<file path="src/rtl/core_id_issue_pkg.sv">
// core_id_issue_pkg: core-wide widths shared by the issue stage and its bench
package core_id_issue_pkg;
  localparam int CORE_XLEN              = 32;
  localparam int CORE_PC_WIDTH          = 32;
  localparam int CORE_RFIDX_WIDTH       = 5;
  localparam int CORE_BJ_DEC_INST_WIDTH = 17;
  localparam int CORE_ALU_INST_WIDTH    = 21;
  localparam int CORE_LSU_INST_WIDTH    = 13;
endpackage

</file>
<file path="src/rtl/core_id_fwd_mux.sv">
// core_id_fwd_mux: per-operand forwarding select and load-use hazard detect
module core_id_fwd_mux
  import core_id_issue_pkg::*;
#(
  parameter int XLEN    = CORE_XLEN,
  parameter int RFIDX_W = CORE_RFIDX_WIDTH
) (
  input  logic               vld_i,
  input  logic               ren_i,
  input  logic [RFIDX_W-1:0] idx_i,
  input  logic [XLEN-1:0]    rf_dat_i,
  input  logic [RFIDX_W-1:0] ex_rd_idx_i,
  input  logic               ex_rd_wen_i,
  input  logic               ex_busy_i,
  input  logic [XLEN-1:0]    ex_rd_dat_i,
  input  logic               wb_en_i,
  input  logic [RFIDX_W-1:0] wb_idx_i,
  input  logic [XLEN-1:0]    wb_data_i,
  output logic [XLEN-1:0]    dat_o,
  output logic               hazard_o
);
  logic nz, ex_hit, wb_hit;
  assign nz       = |idx_i;
  assign ex_hit   = ex_rd_wen_i & (ex_rd_idx_i == idx_i);
  assign wb_hit   = wb_en_i & (wb_idx_i == idx_i);
  assign dat_o    = !nz ? '0 : (ex_hit & ~ex_busy_i) ? ex_rd_dat_i : wb_hit ? wb_data_i : rf_dat_i;
  assign hazard_o = vld_i & ren_i & nz & ex_hit & ex_busy_i;
endmodule

</file>
<file path="src/rtl/core_id_issue.sv">
// core_id_issue: one-entry issue register with operand forwarding, hazard stall and flush
module core_id_issue
  import core_id_issue_pkg::*;
#(
  parameter int XLEN    = CORE_XLEN,
  parameter int PC_W    = CORE_PC_WIDTH,
  parameter int RFIDX_W = CORE_RFIDX_WIDTH,
  parameter int BJ_W    = CORE_BJ_DEC_INST_WIDTH,
  parameter int ALU_W   = CORE_ALU_INST_WIDTH,
  parameter int LSU_W   = CORE_LSU_INST_WIDTH
) (
  input  logic               clk,
  input  logic               rst,
  input  logic               valid_in,
  output logic               ready_in,
  input  logic [PC_W-1:0]    i_pc,
  input  logic               i_branch_predict,
  input  logic [XLEN-1:0]    i_imm,
  input  logic               i_rs1_ren,
  input  logic               i_rs2_ren,
  input  logic               i_rd_wen,
  input  logic [RFIDX_W-1:0] i_rs1_idx,
  input  logic [RFIDX_W-1:0] i_rs2_idx,
  input  logic [RFIDX_W-1:0] i_rd_idx,
  input  logic [BJ_W-1:0]    i_bj_bus,
  input  logic [ALU_W-1:0]   i_alu_bus,
  input  logic [LSU_W-1:0]   i_lsu_bus,
  output logic [RFIDX_W-1:0] rf_rs1_idx,
  output logic [RFIDX_W-1:0] rf_rs2_idx,
  input  logic [XLEN-1:0]    rf_rs1_dat,
  input  logic [XLEN-1:0]    rf_rs2_dat,
  input  logic [RFIDX_W-1:0] ex_rd_idx,
  input  logic               ex_rd_wen,
  input  logic [XLEN-1:0]    ex_rd_dat,
  input  logic               ex_busy,
  input  logic               wb_en,
  input  logic [RFIDX_W-1:0] wb_idx,
  input  logic [XLEN-1:0]    wb_data,
  input  logic               flush_req,
  output logic               valid_out,
  input  logic               ready_out,
  output logic [PC_W-1:0]    o_pc,
  output logic               o_branch_predict,
  output logic [XLEN-1:0]    o_imm,
  output logic [XLEN-1:0]    o_rs1_dat,
  output logic [XLEN-1:0]    o_rs2_dat,
  output logic               o_rs1_ren,
  output logic               o_rs2_ren,
  output logic               o_rd_wen,
  output logic [RFIDX_W-1:0] o_rs1_idx,
  output logic [RFIDX_W-1:0] o_rs2_idx,
  output logic [RFIDX_W-1:0] o_rd_idx,
  output logic [BJ_W-1:0]    o_bj_bus,
  output logic [ALU_W-1:0]   o_alu_bus,
  output logic [LSU_W-1:0]   o_lsu_bus,
  output logic [31:0]        stall_cnt
);
  logic               valid_q, valid_d;
  logic [31:0]        stall_q, stall_d;
  logic [PC_W-1:0]    pc_q;
  logic               bp_q, rs1_ren_q, rs2_ren_q, rd_wen_q;
  logic [XLEN-1:0]    imm_q;
  logic [RFIDX_W-1:0] rs1_idx_q, rs2_idx_q, rd_idx_q;
  logic [BJ_W-1:0]    bj_q;
  logic [ALU_W-1:0]   alu_q;
  logic [LSU_W-1:0]   lsu_q;
  logic               haz1, haz2, hazard, fire_in, fire_out;
  core_id_fwd_mux #(.XLEN(XLEN), .RFIDX_W(RFIDX_W)) u_fwd1 (
    .vld_i(valid_q), .ren_i(rs1_ren_q), .idx_i(rs1_idx_q), .rf_dat_i(rf_rs1_dat),
    .ex_rd_idx_i(ex_rd_idx), .ex_rd_wen_i(ex_rd_wen), .ex_busy_i(ex_busy), .ex_rd_dat_i(ex_rd_dat),
    .wb_en_i(wb_en), .wb_idx_i(wb_idx), .wb_data_i(wb_data),
    .dat_o(o_rs1_dat), .hazard_o(haz1)
  );
  core_id_fwd_mux #(.XLEN(XLEN), .RFIDX_W(RFIDX_W)) u_fwd2 (
    .vld_i(valid_q), .ren_i(rs2_ren_q), .idx_i(rs2_idx_q), .rf_dat_i(rf_rs2_dat),
    .ex_rd_idx_i(ex_rd_idx), .ex_rd_wen_i(ex_rd_wen), .ex_busy_i(ex_busy), .ex_rd_dat_i(ex_rd_dat),
    .wb_en_i(wb_en), .wb_idx_i(wb_idx), .wb_data_i(wb_data),
    .dat_o(o_rs2_dat), .hazard_o(haz2)
  );
  assign hazard    = haz1 | haz2;
  assign valid_out = valid_q & ~hazard & ~flush_req;
  assign fire_out  = valid_out & ready_out;
  assign ready_in  = ~valid_q | fire_out;
  assign fire_in   = valid_in & ready_in;
  // an instruction accepted during a flush is loaded but never marked valid
  assign valid_d   = flush_req ? 1'b0 : fire_in ? 1'b1 : fire_out ? 1'b0 : valid_q;
  assign stall_d   = stall_q + {31'd0, valid_q & hazard & ~flush_req};
  always_ff @(posedge clk) begin
    if (rst) begin
      valid_q   <= 1'b0;
      stall_q   <= '0;
      pc_q      <= '0;
      bp_q      <= 1'b0;
      imm_q     <= '0;
      rs1_ren_q <= 1'b0;
      rs2_ren_q <= 1'b0;
      rd_wen_q  <= 1'b0;
      rs1_idx_q <= '0;
      rs2_idx_q <= '0;
      rd_idx_q  <= '0;
      bj_q      <= '0;
      alu_q     <= '0;
      lsu_q     <= '0;
    end else begin
      valid_q <= valid_d;
      stall_q <= stall_d;
      if (fire_in) begin
        pc_q      <= i_pc;
        bp_q      <= i_branch_predict;
        imm_q     <= i_imm;
        rs1_ren_q <= i_rs1_ren;
        rs2_ren_q <= i_rs2_ren;
        rd_wen_q  <= i_rd_wen;
        rs1_idx_q <= i_rs1_idx;
        rs2_idx_q <= i_rs2_idx;
        rd_idx_q  <= i_rd_idx;
        bj_q      <= i_bj_bus;
        alu_q     <= i_alu_bus;
        lsu_q     <= i_lsu_bus;
      end
    end
  end
  assign rf_rs1_idx       = rs1_idx_q;
  assign rf_rs2_idx       = rs2_idx_q;
  assign o_pc             = pc_q;
  assign o_branch_predict = bp_q;
  assign o_imm            = imm_q;
  assign o_rs1_ren        = rs1_ren_q;
  assign o_rs2_ren        = rs2_ren_q;
  assign o_rd_wen         = rd_wen_q;
  assign o_rs1_idx        = rs1_idx_q;
  assign o_rs2_idx        = rs2_idx_q;
  assign o_rd_idx         = rd_idx_q;
  assign o_bj_bus         = bj_q;
  assign o_alu_bus        = alu_q;
  assign o_lsu_bus        = lsu_q;
  assign stall_cnt        = stall_q;
endmodule

</file>
<file path="config.mk">
export PLATFORM = sky130hd
export DESIGN_NAME = core_id_issue
export DESIGN_NICKNAME = d
export VERILOG_FILES = /design/src/rtl/core_id_issue_pkg.sv /design/src/rtl/core_id_fwd_mux.sv /design/src/rtl/core_id_issue.sv
export SDC_FILE = /design/constraint.sdc
export NUM_CORES = 1
export LEC_CHECK = 0
export CORE_AREA = 5 5 199 201
export DETAILED_ROUTE_END_ITERATION = 8
export DIE_AREA = 0 0 204 206
export SYNTH_ARGS = -nofsm -noshare
export SYNTH_HDL_FRONTEND = slang
export SYNTH_SLANG_ARGS = --single-unit
</file>
<file path="constraint.sdc">
create_clock -name clk -period 4.71 [get_ports clk]
set_input_delay 0.471 -clock clk [delete_from_list [all_inputs] [get_ports clk]]
set_output_delay 0.471 -clock clk [all_outputs]
set_load 0.01 [all_outputs]
</file>
==> run metrics <==
Worst Skew=0.0112 ns; Synth async-reset ratio=0; insertion delay to the later sink of the worst-skew pair=0.43 ns; via count=about 9000; Avg WL per Cell=between 15 and 20 µm; fin crit share=0.827; count leader, synth=nand2b_1; Mean Syn Cell Area=roughly 9.1 µm²; Unique masters post-synth=32; port bufs=between 500 and 600; Routability Congestion=between 0.9 and 1; cells after synthesis=1020; fillers=between 3000 and 4000; Clock transition at path regs=~0.06 ns; DRC=0; Die H=just over 200 µm; worst setup margin=0.817 ns; Slew @ Worst Pin=1.12 ns; Mapped Area=between 9000 and 10000 µm²; Final Max Slew Viols=0; Reg2Reg Depth=11; startpoint types=flip-flop; proportion of layout cells with a drive suffix above 1=0.0430; hold depth=2; Root Buffer=clkbuf_16; Max Clk Rate=roughly 260 MHz; Pleak=5.78 nW; Pwr Density=around 260 nW/µm²; pre-CTS setup slack=0.878 ns; die footprint=roughly 42000 µm²; Syn-to-layout area delta=67.4%; GRT Overall Usage=0.175; Die Width=~200 µm; syn_nets=~1300; sequential area share after synthesis=0.362; final wirelength=approximately 40 mm; Pre-Repair DR Iteration Count=4; Setup violations, final=0; Synth Register Bits=~170; Vias/cell=roughly 4.4; worst hold path type=flip-flop to flip-flop; Worst Path Arrival=approximately 3.4 ns; Longest Clk Path Bufs=2; Hold Vio Cnt, Final=0; I/O pins=around 520; Crit path required time=4.24 ns; antenna violations before repair=10; status=finished clean; NumNets Final=approximately 1800; global route overflow=0; Placeable Area=~37000 µm²; minimum clock period=between 3 and 4 ns; Cell Rows=approximately 70; post-cts gate resize count=0; MaxCap Viol Count=0; Area contributors post-synth=dfxtp_1 (36%), mux2i_1 (21%), nand2b_1 (18%), a211oi_1 (5.2%), nor2_1 (3.9%); hpwl dp=~31 mm; first-pass GRT wire length=between 50 and 60 mm; Slew headroom=0.251; worst hold margin=roughly 0.47 ns; Crit. End Element=output port; Sink Count=between 150 and 200; crit path max fanout=33; depth of the CTS H-tree=4; RSZ-0062 raised after global routing=false; Post-synth EDFFs=0; YS warnings=0; share of the synthesized area in the top cell type=0.362; Post-CTS Setup Inserts=0; worst setup path class=flip-flop to output port; Peak supply drop=about 0.20 mV; Hold Buf Count CTS=0; CTS tree=built; initial core utilization=0.247; synth cell count leaders=nand2b_1 (270), mux2i_1 (198), dfxtp_1 (167); pin count of the biggest net entering global routing=207; setup TNS=0 ns; Routed Antenna Nets=0; vias in the first global route=9235; CTS buffer count=17; Post-synth top flop=dfxtp_1; cell taking the most area after synthesis=dfxtp_1; Initial DRC Count=around 340
==> logic make-up (layout without fill, tap and decap cells) <==
kind of cell | Yosys count | after routing | synth area share
compound gates | 84 | 84 | 0.0658
xor+xnor | 43 | 43 | 0.0408
fa+ha+maj | 2 | 2 | 0.00271
buf+inv | 91 | 581 | 0.0493
flops | 167 | 167 | 0.362
mux | 198 | 198 | 0.215
other cells | 0 | 8 | 0
simple gates | 435 | 435 | 0.265
==> sequential cells by signal (all words and copies together) (netlist names), 13 cells and up <==
register / cells
o_pc: 32
o_bj_bus: 17
o_alu_bus: 21
o_imm: 32
stall_cnt: 32
o_lsu_bus: 13
==> final cells by class <==
type | instances | area [µm²] | share of cell area
Multi-Input combinational cell | 762 | 5440 | 0.352
Antenna cell | 8 | 20.0 | 0.00130
Clock inverter | 12 | 119 | 0.00769
Tap cell | 511 | 639 | 0.0414
Inverter | 4 | 15.0 | 0.000971
Clock buffer | 20 | 457 | 0.0295
Sequential cell | 167 | 3340 | 0.216
Timing Repair Buffer | 545 | 5420 | 0.351
==> critical path, cell delays in order (launching register included) <==
cell	delay, ns
dfxtp_1	0.62
xnor2_1	0.17
nand3_1	0.10
nor3_1	0.40
nand2_2	0.53
buf_4	0.35
a211oi_1	0.22
clkdlybuf4s50_1	0.58
==> per-stage QoR <==
step / instance area, µm² / util / instances / total power [mW]
floorplan: 9240 / - / 1020 / 2.02
global placement: 14900 / 0.397 / 1989 / 2.68
detailed placement: 14900 / 0.397 / 1989 / 2.69
CTS: 15400 / 0.413 / 2021 / 4.10
global route: 15500 / 0.413 / 2028 / 4.23
finish: 15500 / 0.413 / 2029 / 4.04
==> layer usage <==
layer / routed length, µm / part of all wire / vias up / GRT usage
met5: 21 / 0.00054 / - / 0
met4: 1610 / 0.041 / 4 / 0.0799
met3: 3600 / 0.092 / 65 / 0.0634
met2: 19300 / 0.50 / 395 / 0.316
met1: 14500 / 0.37 / 4100 / 0.182
li1: - / - / 4400 / -
==> placed cells by master, fill, tap and decap left out, drive strengths merged <==
master and instances:
a211oi 64, a21oi 7, a22o 1, a22oi 2, and3 8, and4 3, buf 25, bufinv 1
clkbuf 20, clkdlybuf4s50 520, clkinv 5, clkinvlp 2, dfxtp 167, diode 8, ha 2, inv 8
mux2i 198, nand2 12, nand2b 270, nand3 15, nand4 9, nor2 98, nor2b 4, nor3 5
nor4 2, o21ai 10, or3 7, or4 2, xnor2 15, xor2 28
==> power breakdown <==
| group | switching [mW] | internal [mW] |
|---|---|---|
| Sequential | 0.0599 | 1.50 |
| Clock | 0.619 | 0.766 |
| Combinational | 0.443 | 0.652 |
==> worst paths after layout <==
check	from	endpoint	slack, ns
worst min-delay path	o_imm[18]	o_imm[18]	0.47
worst min register to register	o_imm[18]	o_imm[18]	0.47
worst max register to register	o_rs1_idx[4]	stall_cnt[30]	1.35
worst max-delay path	o_rs1_idx[4]	o_rs1_dat[5]	0.82
No activity file was read; power rests on OpenSTA's default activity.
